**src/rtl/cpu_pkg.sv**
```systemverilog
// Shared definitions for the cpu_mc core: opcode values, ALU operation
// selector and the two-state execute/memory-wait FSM encoding.
package cpu_pkg;

  localparam logic [7:0] OP_LOADI = 8'd0;
  localparam logic [7:0] OP_MOV   = 8'd1;
  localparam logic [7:0] OP_ADD   = 8'd2;
  localparam logic [7:0] OP_SUB   = 8'd3;
  localparam logic [7:0] OP_AND   = 8'd4;
  localparam logic [7:0] OP_OR    = 8'd5;
  localparam logic [7:0] OP_J     = 8'd6;
  localparam logic [7:0] OP_BEQ   = 8'd7;
  localparam logic [7:0] OP_BNE   = 8'd8;
  localparam logic [7:0] OP_LWD   = 8'd9;
  localparam logic [7:0] OP_LWI   = 8'd10;
  localparam logic [7:0] OP_SWD   = 8'd11;
  localparam logic [7:0] OP_SWI   = 8'd12;
  localparam logic [7:0] OP_SLL   = 8'd13;
  localparam logic [7:0] OP_SRL   = 8'd14;

  typedef enum logic [2:0] {
    ALU_FWD,
    ALU_ADD,
    ALU_AND,
    ALU_OR,
    ALU_SLL,
    ALU_SRL
  } alu_op_e;

  typedef enum logic {
    ST_EXEC,
    ST_MEM_WAIT
  } state_e;

endpackage

```
**src/rtl/alu_w.sv**
```systemverilog
// W-bit ALU.
// Ports:
//   a_i, b_i  - operands (b is forwarded for FWD)
//   cin_i     - carry into the adder (1 with an inverted b gives subtract)
//   shamt_i   - shift amount for SLL/SRL
//   op_i      - operation select
//   result_o  - W-bit result, modulo 2^W
//   zero_o    - result == 0
module alu_w
  import cpu_pkg::*;
#(
  parameter int W = 8
) (
  input  logic [W-1:0] a_i,
  input  logic [W-1:0] b_i,
  input  logic         cin_i,
  input  logic [4:0]   shamt_i,
  input  alu_op_e      op_i,
  output logic [W-1:0] result_o,
  output logic         zero_o
);

  // Shifts by W or more naturally produce zero because the result is
  // truncated to W bits.
  always_comb begin
    result_o = b_i;
    case (op_i)
      ALU_FWD: result_o = b_i;
      ALU_ADD: result_o = a_i + b_i + W'(cin_i);
      ALU_AND: result_o = a_i & b_i;
      ALU_OR:  result_o = a_i | b_i;
      ALU_SLL: result_o = a_i << shamt_i;
      ALU_SRL: result_o = a_i >> shamt_i;
      default: result_o = b_i;
    endcase
  end

  assign zero_o = (result_o == '0);

endmodule

```
**src/rtl/reg_file.sv**
```systemverilog
// N x W register file, two combinational read ports, one write port.
// A write lands on the clock edge, so a same-cycle read sees the old value.
// Ports:
//   clk_i, rst_i         - clock, synchronous active-high reset (clears all)
//   we_i, waddr_i, wdata_i
//   raddr_a_i/rdata_a_o, raddr_b_i/rdata_b_o
module reg_file #(
  parameter int W = 8,
  parameter int N = 8,
  parameter int A = $clog2(N)
) (
  input  logic         clk_i,
  input  logic         rst_i,
  input  logic         we_i,
  input  logic [A-1:0] waddr_i,
  input  logic [W-1:0] wdata_i,
  input  logic [A-1:0] raddr_a_i,
  output logic [W-1:0] rdata_a_o,
  input  logic [A-1:0] raddr_b_i,
  output logic [W-1:0] rdata_b_o
);

  logic [W-1:0] regs_q [N];

  always_ff @(posedge clk_i) begin
    if (rst_i) begin
      for (int i = 0; i < N; i++) regs_q[i] <= '0;
    end else if (we_i) begin
      regs_q[waddr_i] <= wdata_i;
    end
  end

  assign rdata_a_o = regs_q[raddr_a_i];
  assign rdata_b_o = regs_q[raddr_b_i];

endmodule

```
**src/rtl/cpu_mc.sv**
```systemverilog
// cpu_mc: multi-cycle core, parametrised data width W and register count N.
// ALU and branch ops retire in one cycle; loads/stores issue a registered
// request to data memory and wait out MEM_BUSYWAIT.
//
// state       | meaning
// ST_EXEC     | decode and retire the instruction at PC, or issue a memory request
// ST_MEM_WAIT | request held on the memory port until MEM_BUSYWAIT drops
//
// Ports:
//   CLK, RESET                  - clock, synchronous active-high reset
//   INSTRUCTION, INSTR_BUSYWAIT - fetched word at PC, fetch-not-ready stall
//   PC                          - program counter
//   MEM_READ, MEM_WRITE         - registered data-memory requests
//   MEM_ADDRESS, MEM_WRITEDATA  - registered address / store data
//   MEM_READDATA, MEM_BUSYWAIT  - load data, memory busy
module cpu_mc
  import cpu_pkg::*;
#(
  parameter int W = 8,
  parameter int N = 8
) (
  input  logic         CLK,
  input  logic         RESET,
  input  logic [31:0]  INSTRUCTION,
  input  logic         INSTR_BUSYWAIT,
  output logic [31:0]  PC,
  output logic         MEM_READ,
  output logic         MEM_WRITE,
  output logic [W-1:0] MEM_ADDRESS,
  output logic [W-1:0] MEM_WRITEDATA,
  input  logic [W-1:0] MEM_READDATA,
  input  logic         MEM_BUSYWAIT
);

  localparam int A = $clog2(N);

  state_e       state_q, state_d;
  logic [31:0]  pc_q, pc_d;
  logic         mem_read_q, mem_read_d;
  logic         mem_write_q, mem_write_d;
  logic [W-1:0] mem_addr_q, mem_addr_d;
  logic [W-1:0] mem_wdata_q, mem_wdata_d;
  logic [A-1:0] ld_rd_q, ld_rd_d;

  logic [7:0]   opcode;
  logic [A-1:0] rd, rs1, rs2;
  logic [W-1:0] imm_ext;
  logic [31:0]  br_offset;
  logic [31:0]  pc_plus4;
  logic         unused_rs1_byte;

  logic [W-1:0] rs1_val, rs2_val;
  logic         rf_we;
  logic [A-1:0] rf_waddr;
  logic [W-1:0] rf_wdata;

  alu_op_e      alu_op;
  logic [W-1:0] alu_b, alu_result;
  logic         alu_cin, alu_zero;

  logic         wb_en, br_always, br_eq, br_ne, taken;
  logic         is_mem, is_load, addr_from_reg;

  assign opcode    = INSTRUCTION[31:24];
  assign rd        = INSTRUCTION[16 +: A];
  assign rs1       = INSTRUCTION[8 +: A];
  assign rs2       = INSTRUCTION[0 +: A];
  assign imm_ext   = W'($signed(INSTRUCTION[7:0]));
  assign br_offset = {{22{INSTRUCTION[23]}}, INSTRUCTION[23:16], 2'b00};
  assign pc_plus4  = pc_q + 32'd4;

  // Register-index bits above A in the rs1 byte are not decoded.
  assign unused_rs1_byte = ^INSTRUCTION[15:8];

  reg_file #(.W(W), .N(N), .A(A)) u_rf (
    .clk_i     (CLK),
    .rst_i     (RESET),
    .we_i      (rf_we),
    .waddr_i   (rf_waddr),
    .wdata_i   (rf_wdata),
    .raddr_a_i (rs1),
    .rdata_a_o (rs1_val),
    .raddr_b_i (rs2),
    .rdata_b_o (rs2_val)
  );

  alu_w #(.W(W)) u_alu (
    .a_i      (rs1_val),
    .b_i      (alu_b),
    .cin_i    (alu_cin),
    .shamt_i  (INSTRUCTION[4:0]),
    .op_i     (alu_op),
    .result_o (alu_result),
    .zero_o   (alu_zero)
  );

  always_comb begin
    alu_op        = ALU_FWD;
    alu_b         = imm_ext;
    alu_cin       = 1'b0;
    wb_en         = 1'b0;
    br_always     = 1'b0;
    br_eq         = 1'b0;
    br_ne         = 1'b0;
    is_mem        = 1'b0;
    is_load       = 1'b0;
    addr_from_reg = 1'b0;
    case (opcode)
      OP_LOADI: wb_en = 1'b1;
      OP_MOV: begin
        alu_b = rs2_val;
        wb_en = 1'b1;
      end
      OP_ADD: begin
        alu_op = ALU_ADD;
        alu_b  = rs2_val;
        wb_en  = 1'b1;
      end
      OP_SUB: begin
        alu_op  = ALU_ADD;
        alu_b   = ~rs2_val;
        alu_cin = 1'b1;
        wb_en   = 1'b1;
      end
      OP_AND: begin
        alu_op = ALU_AND;
        alu_b  = rs2_val;
        wb_en  = 1'b1;
      end
      OP_OR: begin
        alu_op = ALU_OR;
        alu_b  = rs2_val;
        wb_en  = 1'b1;
      end
      OP_J: br_always = 1'b1;
      OP_BEQ, OP_BNE: begin
        alu_op  = ALU_ADD;
        alu_b   = ~rs2_val;
        alu_cin = 1'b1;
        br_eq   = (opcode == OP_BEQ);
        br_ne   = (opcode == OP_BNE);
      end
      OP_LWD: begin
        is_mem        = 1'b1;
        is_load       = 1'b1;
        addr_from_reg = 1'b1;
      end
      OP_LWI: begin
        is_mem  = 1'b1;
        is_load = 1'b1;
      end
      OP_SWD: begin
        is_mem        = 1'b1;
        addr_from_reg = 1'b1;
      end
      OP_SWI: is_mem = 1'b1;
      OP_SLL: begin
        alu_op = ALU_SLL;
        wb_en  = 1'b1;
      end
      OP_SRL: begin
        alu_op = ALU_SRL;
        wb_en  = 1'b1;
      end
      default: ;
    endcase
  end

  assign taken = br_always | (br_eq & alu_zero) | (br_ne & ~alu_zero);

  always_comb begin
    state_d     = state_q;
    pc_d        = pc_q;
    mem_read_d  = mem_read_q;
    mem_write_d = mem_write_q;
    mem_addr_d  = mem_addr_q;
    mem_wdata_d = mem_wdata_q;
    ld_rd_d     = ld_rd_q;
    rf_we       = 1'b0;
    rf_waddr    = rd;
    rf_wdata    = alu_result;
    case (state_q)
      ST_EXEC: begin
        if (!INSTR_BUSYWAIT) begin
          if (is_mem) begin
            mem_addr_d  = addr_from_reg ? rs2_val : imm_ext;
            mem_wdata_d = rs1_val;
            mem_read_d  = is_load;
            mem_write_d = ~is_load;
            // rd is latched because INSTRUCTION may change during the wait.
            ld_rd_d     = rd;
            state_d     = ST_MEM_WAIT;
          end else begin
            rf_we = wb_en;
            pc_d  = taken ? (pc_plus4 + br_offset) : pc_plus4;
          end
        end
      end
      ST_MEM_WAIT: begin
        if (!MEM_BUSYWAIT) begin
          rf_we       = mem_read_q;
          rf_waddr    = ld_rd_q;
          rf_wdata    = MEM_READDATA;
          mem_read_d  = 1'b0;
          mem_write_d = 1'b0;
          pc_d        = pc_plus4;
          state_d     = ST_EXEC;
        end
      end
      default: state_d = ST_EXEC;
    endcase
  end

  always_ff @(posedge CLK) begin
    if (RESET) begin
      state_q     <= ST_EXEC;
      pc_q        <= '0;
      mem_read_q  <= 1'b0;
      mem_write_q <= 1'b0;
      mem_addr_q  <= '0;
      mem_wdata_q <= '0;
      ld_rd_q     <= '0;
    end else begin
      state_q     <= state_d;
      pc_q        <= pc_d;
      mem_read_q  <= mem_read_d;
      mem_write_q <= mem_write_d;
      mem_addr_q  <= mem_addr_d;
      mem_wdata_q <= mem_wdata_d;
      ld_rd_q     <= ld_rd_d;
    end
  end

  assign PC            = pc_q;
  assign MEM_READ      = mem_read_q;
  assign MEM_WRITE     = mem_write_q;
  assign MEM_ADDRESS   = mem_addr_q;
  assign MEM_WRITEDATA = mem_wdata_q;

endmodule
```
**config.mk**
```make
export PLATFORM = sky130hd
export DESIGN_NAME = cpu_mc
export DESIGN_NICKNAME = d
export VERILOG_FILES = /design/src/rtl/cpu_pkg.sv /design/src/rtl/alu_w.sv /design/src/rtl/reg_file.sv /design/src/rtl/cpu_mc.sv
export SDC_FILE = /design/constraint.sdc
export NUM_CORES = 1
export LEC_CHECK = 0
export CORE_MARGIN = 2
export CORE_UTILIZATION = 50
export CTS_CLUSTER_DIAMETER = 120
export DETAILED_ROUTE_END_ITERATION = 8
export GPL_TIMING_DRIVEN = 1
export PLACE_DENSITY = 0.73
export SLEW_MARGIN = 40
export SYNTH_ARGS = -nofsm -noshare
export SYNTH_HDL_FRONTEND = slang
export SYNTH_HIERARCHICAL = 1
export SYNTH_SLANG_ARGS = --single-unit
```
**constraint.sdc**
```tcl
create_clock -name CLK -period 8.7 [get_ports CLK]
set_clock_uncertainty 0.15 [all_clocks]
set_input_delay 1.305 -clock CLK [delete_from_list [all_inputs] [get_ports CLK]]
set_output_delay 1.305 -clock CLK [all_outputs]
set_load 0.1 [all_outputs]
```
==> reports/results.txt <==
Setup WS post-layout: 1.130 ns
HP Class: flop to flop
Layout net count: 1291
Cell Area, Placed: 0.01083 mm^2
DR iter-0 viols: 758
Num CTS Buffers: 17
Std-Cell Rows: 52
Mapped Cells: 1153
Slew Viols, Final: 0
Post-CTS Resized: 0
DRC errors left: 0
GRT overflow: 0
Most common cell after layout, fill and taps aside: nand2_1
Worst-margin pin slew: 0.8647 ns
Post-synth EDFFs: 64
Crit start category: input pin
Slew margin rel.: 0.4221
Total Power: 1.648 mW
Area of the multi-input gates: 0.006599 mm^2
Status: finished, final reports clean
Overall die width: 146.7 um
Inserted Diodes: 0
Tmin final: 7.570 ns
Predominant post-synthesis flop cell: edfxtp_1
Fraction of layout cells with a size suffix above 1: 0.1262
Port bufs: 86
Final Core Density: 0.5668
Reg area: 0.002963 mm^2
Hold buffers post-CTS: 0
Cell Pwr Density: 144.6 mW/mm^2
Commonest non-fill, non-tap cells in the layout: nand2_1, a21oi_1, nor3_1
Crit path max fanout: 31
Fraction of registers with async set/reset: 0
Synth Warn #: 6
Die ar.: 0.02151 mm^2
CTS HTree Levels: 4
Initial core utilization: 0.5061
FF+latch count, synth: 116
Clock buffer depth: 2
Mapped Area: 0.01017 mm^2
Core area: 0.02010 mm^2
Worst hold slack: 0.3055 ns
Fmax: 0.1321 GHz
Critical Path End Type: flop
LEAKAGE: 4.445 nW
CTS Root Cell: clkbuf_16
Number of global-route vias before repair: 8586
# fillers: 1787
Initial antenna violation count: 0
CP required: 8.91 ns
Setup_tns: 0 ns
Period utilization: 0.8701
Endpoints failing setup: 0
Area grow syn2layout: 12.00%
# Post-CTS Setup Buffers: 0
Peak VDD IR: 0.0001362 V
Dpl ws: 0.8469 ns
Die height: 146.7 um
Total Routed Length: 27530 um
Via count: 9172
First-pass GRT wire length: 44410 um
Drt via density: 6.223
Clock Pin Slew Worst Setup and Hold Paths: 0.06 ns
TritonCTS clock tree: done
Top-level I/O count: 94
Finished Layout Cells: 1474
RSZ-0062 raised after global routing: no
Post-route design area: 0.01140 mm^2
Yosys cell types: 95
Worst-Skew Late Latency: 0.43 ns
ANT nets after route: 0
CP arrival: 7.78 ns
Largest net degree at the start of global routing: 65
Sequential area share after synthesis: 0.2912
CTS sink count: 116
Mapped Avg Cell Area: 8.825 um^2
Wire per inst: 18.68 um
Max_cap viols: 0
HPWL Detailed: 19650 um
WS Path Type: input pin to flop
Placed Instances: 1442
Iteration count of the initial detailed-routing pass: 5
RePlAce Congestion: 0.9574
Final Hold Vio Count: 0
All-Layer GR Usage: 0.2571
-- area by class of cell --
type                            instances  share of cell area
Clock buffer                           20             0.04007
Clock inverter                         12            0.008344
Inverter                               55             0.01812
Multi-Input combinational cell        898              0.5791
Sequential cell                       116              0.2600
Tap cell                              270             0.02964
Timing Repair Buffer                  103             0.06478
-- synthesized netlist by cell type, types with 5 or more instances --
library cell	count	area (um^2)
nand2_1	126	473.0
mux4_2	8	180.2
xnor2_1	32	280.3
edfxtp_1	64	1922
or4_1	5	37.54
a21o_1	16	120.1
nor3_1	84	420.4
mux2_2	17	191.4
a211oi_1	25	187.7
nand4_1	19	118.9
nor4_1	5	31.28
o21a_1	7	52.55
inv_1	46	172.7
o21ai_1	5	25.02
nor2_1	66	247.7
mux4_1	31	814.5
o22ai_1	5	31.28
o21ai_0	55	275.3
o21bai_1	17	127.6
a221oi_1	11	96.34
xor2_1	17	148.9
nand3b_1	6	45.04
a31oi_1	14	87.58
dfxtp_1	52	1041
a21oi_1	91	455.4
buf_6	5	56.30
and3_1	8	50.05
buf_2	16	80.08
nand3_1	35	175.2
ha_1	53	663.1
a311oi_1	9	78.83
buf_1	8	30.03
nand2b_1	11	68.82
or3_1	11	68.82
nor2b_1	9	56.30
o211ai_1	6	45.04
clkinv_1	9	33.78
clkbuf_1	48	180.2
mux2i_1	15	150.1
-- report_power, final --
part,internal [mW],total [mW],switching [mW]
combinational,0.139,0.381,0.242
clock,0.382,0.661,0.279
sequential,0.593,0.606,0.0131
total,1.11,1.65,0.534
-- flip-flops by register name, indices dropped and copies added (netlist names) --
register and count:
u_rf/regs_q 64, PC 30, MEM_ADDRESS 8, MEM_WRITEDATA 8
ld_rd_q 3, MEM_READ 1, MEM_WRITE 1, state_q 1
-- kinds of logic after synthesis --
kind of cell | Yosys count | synth area share
other cells | 1 | 0.0003686
flops | 116 | 0.2912
mux | 72 | 0.1324
compound gates | 304 | 0.1937
xor+xnor | 49 | 0.04218
simple gates | 415 | 0.2047
buf+inv | 140 | 0.06431
fa+ha+maj | 56 | 0.07108
-- critical path: stages --
cell and delay (ns):
clkdlybuf4s50_1 0.74, or4b_2 0.71, o21ai_0 0.11, nand2_1 0.22, clkinv_1 0.28, a211oi_1 0.08, a21oi_1 0.38, fa_1 0.29
inv_1 0.06, fa_1 0.39, nor2b_1 0.25, o31a_1 0.21, o32ai_1 0.10, a2bb2oi_1 0.17, or3_1 0.33, nor4bb_2 0.57
nor2b_1 0.10, o22ai_1 0.19, and2_1 0.34, buf_4 0.38, o21ai_0 0.13, a211o_1 0.29, a21oi_1 0.11
-- per-layer routing --
layer | global-route usage | wire length [um] | up-vias
li1 | - | - | 4445
met1 | 0.3474 | 12230 | 4340
met2 | 0.4115 | 12940 | 330
met3 | 0.05313 | 1705 | 57
met4 | 0.08981 | 660 | 0
met5 | 0 | 0 | -
-- final timing paths --
path                                         from  slack, ns          to  cells past startpoint
worst min register to register         ld_rd_q[1]       0.31  ld_rd_q[1]                      2
worst max register to register  u_rf/regs_q[1][0]       2.78      PC[22]                     19
worst min-delay path                   ld_rd_q[1]       0.31  ld_rd_q[1]                      2
worst max-delay path              INSTRUCTION[27]       1.13      PC[22]                     23
Power figures use the tool's default switching activity.
